### config.mk
export PLATFORM = sky130hd
export DESIGN_NAME = vx_writeback_arb
export DESIGN_NICKNAME = d
export VERILOG_FILES = /design/src/rtl/vx_wb_pkg.sv /design/src/rtl/vx_wb_rr_arbiter.sv /design/src/rtl/vx_writeback_arb.sv
export SDC_FILE = /design/constraint.sdc
export NUM_CORES = 1
export LEC_CHECK = 0
export BUFFER_PORTS_ARGS = -buffer_cell sky130_fd_sc_hd__buf_2
export CORE_AREA = 8 8 523 525
export CTS_BUF_LIST = sky130_fd_sc_hd__clkbuf_8
export CTS_CLUSTER_DIAMETER = 150
export DETAILED_ROUTE_END_ITERATION = 8
export DIE_AREA = 0 0 531 533
export PLACE_DENSITY = 0.3
export SYNTH_ARGS = -nofsm -noshare
export SYNTH_HDL_FRONTEND = slang
export SYNTH_HIERARCHICAL = 1
export SYNTH_SLANG_ARGS = --single-unit
### constraint.sdc
create_clock -name clk -period 7.5 [get_ports clk]
set_input_delay 0.375 -clock clk [delete_from_list [all_inputs] [get_ports clk]]
set_output_delay 0.375 -clock clk [all_outputs]
set_load 0.005 [all_outputs]
### src/rtl/vx_wb_pkg.sv
// rtl/vx_wb_pkg.sv - shared constants, source indices and request type for the writeback arbiter
package vx_wb_pkg;

    localparam int NUM_THREADS = 4;
    localparam int UUID_BITS   = 44;
    localparam int NW_BITS     = 2;
    localparam int NR_BITS     = 5;

    localparam int NUM_WB_SRCS = 5;
    localparam int WB_SRC_ALU  = 0;
    localparam int WB_SRC_LSU  = 1;
    localparam int WB_SRC_CSR  = 2;
    localparam int WB_SRC_FPU  = 3;
    localparam int WB_SRC_GPU  = 4;

    localparam int WB_DATAW    = NUM_THREADS * 32;
    localparam int WB_CNT_W    = 64;

    typedef struct packed {
        logic [UUID_BITS-1:0]   uuid;
        logic [NW_BITS-1:0]     wid;
        logic [NUM_THREADS-1:0] tmask;
        logic [31:0]            PC;
        logic [NR_BITS-1:0]     rd;
        logic [WB_DATAW-1:0]    data;
        logic                   eop;
    } wb_req_t;

    function automatic int unsigned wb_popcount(input logic [NUM_WB_SRCS-1:0] v);
        int unsigned n;
        n = 0;
        for (int i = 0; i < NUM_WB_SRCS; i++) begin
            if (v[i]) begin
                n++;
            end
        end
        return n;
    endfunction

endpackage

### src/rtl/vx_wb_rr_arbiter.sv
// rtl/vx_wb_rr_arbiter.sv - round-robin arbiter: onehot grant plus index, rotating priority pointer
module vx_wb_rr_arbiter #(
    parameter int NUM_REQS = 5,
    parameter int IDXW     = (NUM_REQS > 1) ? $clog2(NUM_REQS) : 1
) (
    input  logic                clk,
    input  logic                reset,
    input  logic [NUM_REQS-1:0] req,
    input  logic                grant_en,
    output logic [NUM_REQS-1:0] grant,
    output logic [IDXW-1:0]     grant_idx,
    output logic                grant_valid
);

    logic [IDXW-1:0] rr_ptr_q;
    logic [IDXW-1:0] rr_ptr_d;
    logic [IDXW:0]   cand_sum;
    logic [IDXW-1:0] cand;

    // Scan candidates starting at rr_ptr, wrapping modulo NUM_REQS; first requester wins.
    always_comb begin
        grant       = '0;
        grant_idx   = '0;
        grant_valid = 1'b0;
        cand_sum    = '0;
        cand        = '0;
        for (int k = 0; k < NUM_REQS; k++) begin
            cand_sum = {1'b0, rr_ptr_q} + (IDXW+1)'(k);
            if (cand_sum >= (IDXW+1)'(NUM_REQS)) begin
                cand_sum = cand_sum - (IDXW+1)'(NUM_REQS);
            end
            cand = cand_sum[IDXW-1:0];
            if (!grant_valid && req[cand]) begin
                grant_valid = 1'b1;
                grant_idx   = cand;
                grant[cand] = 1'b1;
            end
        end
    end

    always_comb begin
        rr_ptr_d = rr_ptr_q;
        if (grant_valid && grant_en) begin
            rr_ptr_d = (grant_idx == IDXW'(NUM_REQS-1)) ? '0 : grant_idx + IDXW'(1);
        end
    end

    always_ff @(posedge clk) begin
        if (reset) begin
            rr_ptr_q <= '0;
        end else begin
            rr_ptr_q <= rr_ptr_d;
        end
    end

endmodule

### src/rtl/vx_writeback_arb.sv
// rtl/vx_writeback_arb.sv - merges per-unit commits into one registered writeback slot, counts retirements
module vx_writeback_arb
    import vx_wb_pkg::*;
#(
    parameter int NUM_REQS = NUM_WB_SRCS,
    parameter int DATAW    = WB_DATAW,
    parameter int CNT_W    = WB_CNT_W
) (
    input  logic                            clk,
    input  logic                            reset,
    input  logic [NUM_REQS-1:0]             cmt_valid,
    output logic [NUM_REQS-1:0]             cmt_ready,
    input  logic [NUM_REQS*UUID_BITS-1:0]   cmt_uuid,
    input  logic [NUM_REQS*NW_BITS-1:0]     cmt_wid,
    input  logic [NUM_REQS*NUM_THREADS-1:0] cmt_tmask,
    input  logic [NUM_REQS*32-1:0]          cmt_PC,
    input  logic [NUM_REQS-1:0]             cmt_wb,
    input  logic [NUM_REQS*NR_BITS-1:0]     cmt_rd,
    input  logic [NUM_REQS*DATAW-1:0]       cmt_data,
    input  logic [NUM_REQS-1:0]             cmt_eop,
    output logic                            wb_valid,
    output logic [UUID_BITS-1:0]            wb_uuid,
    output logic [NW_BITS-1:0]              wb_wid,
    output logic [NUM_THREADS-1:0]          wb_tmask,
    output logic [31:0]                     wb_PC,
    output logic [NR_BITS-1:0]              wb_rd,
    output logic [DATAW-1:0]                wb_data,
    output logic                            wb_eop,
    output logic [CNT_W-1:0]                retired_cnt
);

    localparam int IDXW = (NUM_REQS > 1) ? $clog2(NUM_REQS) : 1;

    logic [NUM_REQS-1:0] wb_req;
    logic [NUM_REQS-1:0] grant;
    logic [NUM_REQS-1:0] fire;
    logic [IDXW-1:0]     grant_idx;
    logic                grant_valid;

    wb_req_t [NUM_REQS-1:0] src;

    wb_req_t          wb_slot_q, wb_slot_d;
    logic             wb_valid_q, wb_valid_d;
    logic [CNT_W-1:0] retired_cnt_q, retired_cnt_d;

    always_comb begin
        src = '0;
        for (int i = 0; i < NUM_REQS; i++) begin
            src[i].uuid  = cmt_uuid[i*UUID_BITS +: UUID_BITS];
            src[i].wid   = cmt_wid[i*NW_BITS +: NW_BITS];
            src[i].tmask = cmt_tmask[i*NUM_THREADS +: NUM_THREADS];
            src[i].PC    = cmt_PC[i*32 +: 32];
            src[i].rd    = cmt_rd[i*NR_BITS +: NR_BITS];
            src[i].data  = cmt_data[i*DATAW +: DATAW];
            src[i].eop   = cmt_eop[i];
        end
    end

    // Only register-writing commits compete for the slot; reset blocks every grant.
    assign wb_req = cmt_valid & cmt_wb & {NUM_REQS{~reset}};

    vx_wb_rr_arbiter #(
        .NUM_REQS (NUM_REQS),
        .IDXW     (IDXW)
    ) u_rr_arb (
        .clk         (clk),
        .reset       (reset),
        .req         (wb_req),
        .grant_en    (~reset),
        .grant       (grant),
        .grant_idx   (grant_idx),
        .grant_valid (grant_valid)
    );

    // Non-writing commits retire immediately; writers wait for their grant.
    assign cmt_ready = reset ? '0 : (~cmt_wb | grant);
    assign fire      = cmt_valid & cmt_ready;

    always_comb begin
        wb_valid_d    = grant_valid;
        wb_slot_d     = wb_slot_q;
        if (grant_valid) begin
            wb_slot_d = src[grant_idx];
        end
        retired_cnt_d = retired_cnt_q + CNT_W'(wb_popcount(fire & cmt_eop));
    end

    always_ff @(posedge clk) begin
        if (reset) begin
            wb_valid_q    <= 1'b0;
            wb_slot_q     <= '0;
            retired_cnt_q <= '0;
        end else begin
            wb_valid_q    <= wb_valid_d;
            wb_slot_q     <= wb_slot_d;
            retired_cnt_q <= retired_cnt_d;
        end
    end

    assign wb_valid    = wb_valid_q;
    assign wb_uuid     = wb_slot_q.uuid;
    assign wb_wid      = wb_slot_q.wid;
    assign wb_tmask    = wb_slot_q.tmask;
    assign wb_PC       = wb_slot_q.PC;
    assign wb_rd       = wb_slot_q.rd;
    assign wb_data     = wb_slot_q.data;
    assign wb_eop      = wb_slot_q.eop;
    assign retired_cnt = retired_cnt_q;

    a_grant_onehot: assert property (@(posedge clk) disable iff (reset) $onehot0(grant));

    a_wb_from_one_fire: assert property (@(posedge clk) disable iff (reset)
        wb_valid_q |-> $past($countones(fire & cmt_wb) == 1));

endmodule

==> results of run 1 <==
metrics by stage:
step           power [mW]  cell area, um^2  utilization
2_1_floorplan       11.20            18820            -
3_3_place_gp        18.63            30320       0.1141
3_5_place_dp        18.62            30320       0.1141
4_1_cts             22.64            35110       0.1321
5_1_grt             23.57            35230       0.1326
6_report            21.87            35290       0.1328
flip-flops by register name, summed over array words and instances (netlist names):
name,flops
wb_valid,1
wb_data,128
wb_eop,1
wb_wid,2
wb_rd,5
wb_PC,32
wb_uuid,44
retired_cnt,64
u_rr_arb/rr_ptr_q,3
wb_tmask,4
timing repair:
item,in CTS,in global routing
hold endpoints to repair,227,0
endpoints found under the setup margin,0,51
setup buffers,0,0
resized for setup,0,7
hold buffers,316,0
worst max-delay path, cell delays in order, from the launching register on:
cell       delay [ns]
dfxtp_1          0.42
buf_4            0.22
ha_1             0.22
a211o_1          0.31
a21o_2           0.27
a211oi_1         0.48
o31ai_4          0.14
buf_4            0.20
or4b_2           0.65
o311a_1          0.16
o211ai_1         0.10
nor2b_1          0.09
buf_4            0.14
nor4_1           0.47
mux2_2           0.38
or3_1            0.45
ha_1             0.35
mux2_2           0.27
ha_1             0.27
a21o_1           0.13
and4_1           0.32
o2111ai_1        0.29
or4_1            0.57
a21oi_1          0.16
layout make-up:
type / count / area (um^2)
Clock buffer: 92 / 1266
Fill cell: 30870 / 230500
Clock inverter: 42 / 362.8
Tap cell: 3552 / 4444
Timing Repair Buffer: 1795 / 11020
Sequential cell: 284 / 5687
Antenna cell: 62 / 155.1
Inverter: 23 / 101.3
Multi-Input combinational cell: 1377 / 12250
worst max path at each step:
stage / start / cells after the start / slack, ns / to
after detailed placement: u_rr_arb/rr_ptr_q[0] / 25 / 0.24 / retired_cnt[47]
after global placement: u_rr_arb/rr_ptr_q[0] / 25 / 0.21 / retired_cnt[45]
after floorplan: u_rr_arb/rr_ptr_q[1] / 27 / 0.70 / retired_cnt[63]
after global routing: u_rr_arb/rr_ptr_q[0] / 25 / 0.02 / retired_cnt[47]
final: u_rr_arb/rr_ptr_q[2] / 23 / 0.37 / retired_cnt[57]
after CTS: u_rr_arb/rr_ptr_q[0] / 25 / 0.22 / retired_cnt[57]
power breakdown:
group | internal [mW] | switching [mW] | total (mW)
sequential | 2.06 | 0.248 | 2.31
clock | 1.29 | 1.06 | 2.35
combinational | 7.30 | 9.91 | 17.2
total | 10.7 | 11.2 | 21.9
synth_stat cells, types with 9 or more instances:
master	instances	area, um^2
a211oi_1	12	90.09
a21oi_1	51	255.2
a221oi_1	216	1892
and3_1	12	75.07
buf_1	9	33.78
buf_2	31	155.2
clkbuf_1	150	563.0
dfxtp_1	284	5685
ha_1	16	200.2
inv_1	19	71.32
mux4_2	217	4887
nand2_1	38	142.6
nand3_1	24	120.1
nand4_1	16	100.1
nor2_1	264	991.0
nor2b_1	11	68.82
nor3_1	224	1121
o211ai_1	15	112.6
o21a_1	9	67.56
o21ai_0	28	140.1
o31ai_1	22	165.2
or3_1	19	118.9
or4_1	21	157.7
xor2_1	18	157.7
layout by cell type (no fill, tap or decap), types with 10 or more instances in the layout:
cell type and count:
clkinv_2 14, a21oi_1 51, ha_1 15, nor2b_1 10, xor2_1 18, buf_2 1376
dfxtp_1 283, nor3_1 223, mux4_2 217, a221oi_1 216, o31ai_1 22, or3_1 19
inv_1 35, nand4_1 16, or4_1 21, diode_2 62, nand2_1 37, clkbuf_8 92
dlygate4sd3_1 316, buf_4 87, o21ai_0 27, buf_12 15, o211ai_1 15, and3_1 12
nand3_1 24, a211oi_1 12, nor2_1 263
metal layers:
metal	vias up	wire length, um	GRT usage	part of all wire
met4	96	9151	0.04545	0.037
met3	616	30200	0.08255	0.12
li1	11040	-	-	-
met2	1649	123200	0.3007	0.50
met1	12690	83990	0.1686	0.34
met5	-	633	0	0.0026
kinds of logic after synthesis:
group / Yosys count
and+or+nand+nor: 695
AOI/OAI and AO/OA: 407
DFF: 284
muxes: 230
buffers and inverters: 219
xor gates and xnor gates: 26
adders and majority gates: 18
other: 1
==> run metrics, run 1 <==
GRT Overall Usage=0.1662; post-synthesis compound-gate area fraction=0.1729; Port-buffer cells=~1400; total grt overflow=0; XOR/XNOR Fraction of Synth Area=0.01210; status=finished, final reports clean; Syn Inst Count=1880; Worst Hold Class=input pin to flip-flop; Worst Path Arrival=between 7 and 8 ns; max_cap viols=0; CTS tree=yes; FF-to-FF setup slack=0.37 ns; LEAKAGE=approximately 14 nW; Unique masters post-synth=94; CTS Root Cell=clkbuf_8; Main synth FF type=dfxtp_1; worst IR drop on VDD=between 0.5 and 0.6 mV; DR vias=roughly 26000; adder-cell share of the synthesized area=0.01277; HP Start=cmt_data[551]; worst clock skew=slightly above 0.07 ns; origin of the critical flop-to-flop path=u_rr_arb/rr_ptr_q[2]; WL/cell=roughly 34 um; CP endpoint kind=flip-flop; Die Width=roughly 530 um; DRT antenna net count=0; Cells after DPL=~6700; Hold Path Sink=wb_data[39]; final worst-path cycle share=0.9513; Non-Filler Instances=between 7000 and 8000; pwr dens=619.7 mW/mm^2; largest family of logic cells by synthesized area=multiplexers; EDFF count, synth=0; Worst Tran Pin Value=1.015 ns; CTS Buf Count=just under 80; largest net degree at the start of global routing=roughly 110; Peak Freq=between 0.1 and 0.15 GHz; Slew headroom=0.3234; Worst Setup Start Kind=flip-flop; H-tree Lvls=3; post-synthesis mux area share=0.2672; crit path time final=7.135 ns; Hold Path Depth=3; RSZ-0062 raised after global routing=no; worst-case reg-to-reg path depth=23; Slew Limit Fails=0; starting density of the core=0.07080; Die Y=533 um; final worst slack=around 0.37 ns; Synthesized Nets=about 3000; row count=190; Crit Path Max Fanout=8; DP Worst Slack=0.2408 ns; DRT Wirelength=247.2 mm; Simple-Gate Fraction of Synth Area=0.1848; starting DRC count in detailed routing=~1900; sequential share of the synthesized area=0.3021; clk buf depth=3; synthesized cell area=approximately 0.019 mm^2; Final Wtd Congestion=0.9297; share of cells above drive strength 1=0.5167; final sum of negative setup slack=0 ns; async set or reset register ratio after synthesis=0; nets=4668; top-level I/O count=between 1000 and 1500; Ys Warns=6; die area=between 0.2 and 0.3 mm^2; hold slack=0.1101 ns; DR DRC count=0; initial antenna violation count=about 290; Mean Syn Cell Area=10.01 um^2; r2r endpoint=retired_cnt[57]; CP required=a little over 8 ns; Post-DP HPWL=roughly 220 mm; final setup vio count=0; clk_lat worst skew=between 0.8 and 0.9 ns; via/cell ratio=approximately 3.6; core box area=around 0.27 mm^2; Final Hold Fails=0; first-pass GRT wire length=roughly 300 mm; clock tree sinks=around 280; CP Class=flip-flop to flip-flop; area delta synth->final=87.52%; Worst-path clk slew=0.06 ns; Seq cells post-synth=approximately 280; vias in the first global route=roughly 26000; DRT Pass-1 Iters=7
Power figures use the tool's default switching activity.
==> run 2: changes to the inputs <==
--- a/config.mk
+++ b/config.mk
@@ -6,13 +6,12 @@
 export NUM_CORES = 1
 export LEC_CHECK = 0
 export BUFFER_PORTS_ARGS = -buffer_cell sky130_fd_sc_hd__buf_2
-export CORE_AREA = 8 8 523 525
+export CORE_AREA = 8 8 525 527
 export CTS_BUF_LIST = sky130_fd_sc_hd__clkbuf_8
 export CTS_CLUSTER_DIAMETER = 150
 export DETAILED_ROUTE_END_ITERATION = 8
-export DIE_AREA = 0 0 531 533
+export DIE_AREA = 0 0 533 535
 export PLACE_DENSITY = 0.3
 export SYNTH_ARGS = -nofsm -noshare
 export SYNTH_HDL_FRONTEND = slang
-export SYNTH_HIERARCHICAL = 1
 export SYNTH_SLANG_ARGS = --single-unit
==> constraint.sdc (replaced) <==
create_clock -name clk -period 7.6 [get_ports clk]
set_input_delay 0.38 -clock clk [delete_from_list [all_inputs] [get_ports clk]]
set_output_delay 0.38 -clock clk [all_outputs]
set_load 0.005 [all_outputs]
==> run 2 against run 1 <==
Against the previous run: global-route usage fell by 2.6 points; synthesized cell count fell by 4.1%; first-iteration DRC count fell by 30%; worst setup slack got worse by 0.14 ns; power rose by 0.85%; critical endpoint is now retired_cnt[55]; combinational power barely moved; via count fell by 4.8%.
==> run metrics, run 2 <==
DRT Wirelength=211.3 mm; most frequent cell after synthesis=mux2i_1; die area=between 0.2 and 0.3 mm^2; total grt overflow=0; Area contributors post-synth=dfxtp_1 33%, mux2i_1 25%, o221ai_1 11%; Ys Warns=0; Port-buffer cells=1377; DRT antenna net count=0; Syn Inst Count=~1800; clock tree sinks=284; Slew Limit Fails=0; Hold Path Sink=wb_PC[4]; final worst-path cycle share=0.9710; final worst slack=0.2203 ns; CP Class=flip-flop to flip-flop; Main synth FF type=dfxtp_1; initial antenna violation count=approximately 220; crit path time final=approximately 7.4 ns; DR vias=24830; crit-path max cell delay=between 0.5 and 0.6 ns; max FFs per register=128; DP Worst Slack=-0.3024 ns; clk buf depth=3; CTS Buf Count=72; Worst-path clk slew=0.06 ns; WL/cell=~29 um; origin of the critical flop-to-flop path=u_rr_arb.rr_ptr_q[1]; synthesized cell area=roughly 0.017 mm^2; core box area=around 0.27 mm^2; Peak Freq=about 0.14 GHz; Post-DP HPWL=180.9 mm; max_cap viols=0; share of the synthesized area in the top cell type=0.3258; HP Start=cmt_PC[36]; area delta synth->final=103.2%; worst-case reg-to-reg path depth=33; Worst Tran Pin Value=1.280 ns; CP required=between 8 and 9 ns; final instance area=between 0.03 and 0.04 mm^2; Die Y=approximately 540 um; status=finished, final reports clean; met1 WL=roughly 80 mm; Final Wtd Congestion=0.9235; DRT Pass-1 Iters=5; LEAKAGE=14.38 nW; Mean Syn Cell Area=9.685 um^2; first-pass GRT wire length=roughly 270 mm; clk_lat worst skew=0.77 ns; CP endpoint kind=flip-flop; metal2 WL=slightly below 100 mm; DP Area=slightly below 0.03 mm^2; Slowest-stage cell, CP=or4_4; EDFF count, synth=0; H-tree Lvls=3; RSZ-0062 raised after global routing=yes; Hold Path Depth=4; Unique masters post-synth=72; Die Width=533 um; DR DRC count=0; Final Hold Fails=0; row count=between 150 and 200; largest net degree at the start of global routing=134; Slew headroom=0.1467; Worst Path Arrival=~8.0 ns; r2r endpoint=retired_cnt[55]; FF-to-FF setup slack=0.22 ns; Worst Hold Class=input pin to flip-flop; starting DRC count in detailed routing=1340; share of cells above drive strength 1=0.4533; Crit Path Max Fanout=6; Worst Setup Start Kind=flip-flop; pwr dens=slightly above 600 mW/mm^2; area leader, netlist=dfxtp_1; starting density of the core=0.06537; CTS tree=yes; top-level I/O count=between 1000 and 1500; via/cell ratio=approximately 3.4; Seq cells post-synth=~280; nets=around 4800; worst IR drop on VDD=1.008 mV; met3 wire length=about 21 mm; most common cell after layout, fill and taps aside=buf_2; commonest cells after routing, fill and taps aside=1377 x buf_2, 443 x dlygate4sd3_1, 441 x mux2i_1, 282 x dfxtp_1, 218 x o221ai_1; CTS Root Cell=clkbuf_8; most frequent CP cell=buf_4; GRT Overall Usage=0.1400; sequential share of the synthesized area=0.3258; async set or reset register ratio after synthesis=0; Synthesized Nets=~2900; Commonest cells post-synth=442 x mux2i_1, 284 x dfxtp_1, 218 x o221ai_1, 217 x a22oi_1, 81 x nor2_1; Top Layer Used=met5; worst clock skew=approximately 0.032 ns; final setup vio count=0; vias in the first global route=approximately 26000
run 2: area by class of cell:
type	count	area [um^2]
diodes	43	107.6
clock buffers	83	1142
clock inverters	32	198.9
fillers	30790	231500
inverters	29	115.1
multi-input cells	1330	11250
flip-flops and latches	284	5693
well taps	3552	4444
repair buffers	1957	12500
run 2: repair_timing:
| item | in CTS | in global routing |
|---|---|---|
| pin swaps | 6 | 36 |
| buffers inserted | 3 | 5 |
| setup endpoints to repair | 19 | 45 |
| cloned | 1 | 0 |
| resized for setup | 13 | 58 |
| endpoints found under the hold margin | 224 | 0 |
| hold buffers | 443 | 0 |
run 2: worst max-delay path by stage:
stage	start	endpoint	depth (start not counted)
3_5_place_dp	u_rr_arb.rr_ptr_q[1]	retired_cnt[61]	34
4_1_cts	u_rr_arb.rr_ptr_q[1]	retired_cnt[63]	32
6_report	u_rr_arb.rr_ptr_q[1]	retired_cnt[55]	33
5_1_grt	u_rr_arb.rr_ptr_q[1]	retired_cnt[63]	32
3_3_place_gp	u_rr_arb.rr_ptr_q[1]	retired_cnt[61]	34
2_1_floorplan	u_rr_arb.rr_ptr_q[0]	retired_cnt[58]	33
run 2: layer usage:
metal / GRT usage / vias up
li1: - / 10980
met1: 0.1576 / 11790
met2: 0.2397 / 1453
met3: 0.05887 / 510
met4: 0.04440 / 96
met5: 0 / -
run 2: logic make-up (layout without fill, tap and decap cells):
logic type | Yosys count | after routing | share of synthesized area
AOI/OAI and AO/OA | 544 | 544 | 0.2442
xor gates and xnor gates | 58 | 58 | 0.02911
adders and majority gates | 21 | 21 | 0.01592
buffers and inverters | 189 | 2101 | 0.05112
DFF | 284 | 284 | 0.3258
muxes | 448 | 448 | 0.2591
other | 1 | 44 | 0.0002149
and+or+nand+nor | 257 | 258 | 0.07456
run 2: stage by stage:
stage               cells  hold WS, ns  utilization  total power, mW  TNS (ns)
global route         7292       0.3348       0.1326            23.67    -1.666
global placement     6701       0.4662       0.1093            16.02    -4.449
finish               7310       0.4352       0.1328            22.05         0
CTS                  7263       0.2258       0.1313            22.36         0
detailed placement   6701       0.4680       0.1093            16.06    -2.986
floorplan            1802       0.4743            -            10.44         0
run 2: power breakdown:
group	switching (mW)	leakage, nW	internal (mW)
Sequential	0.444	2.37	2.38
Combinational	8.90	11.2	8.32
Clock	1.01	0.765	0.998
Total	10.4	14.4	11.7
run 2: critical path: cells and delay by family, from the launching register on:
family                   cells  cell delay (ns)
XOR/XNOR                     1             0.27
AND/OR/NAND/NOR              9             2.01
buffers and inverters        5             0.77
flip-flops                   1             0.35
multiplexers                 3             1.15
AO/OA/AOI/OAI               11             1.76
adder cells (fa/ha/maj)      4             0.90
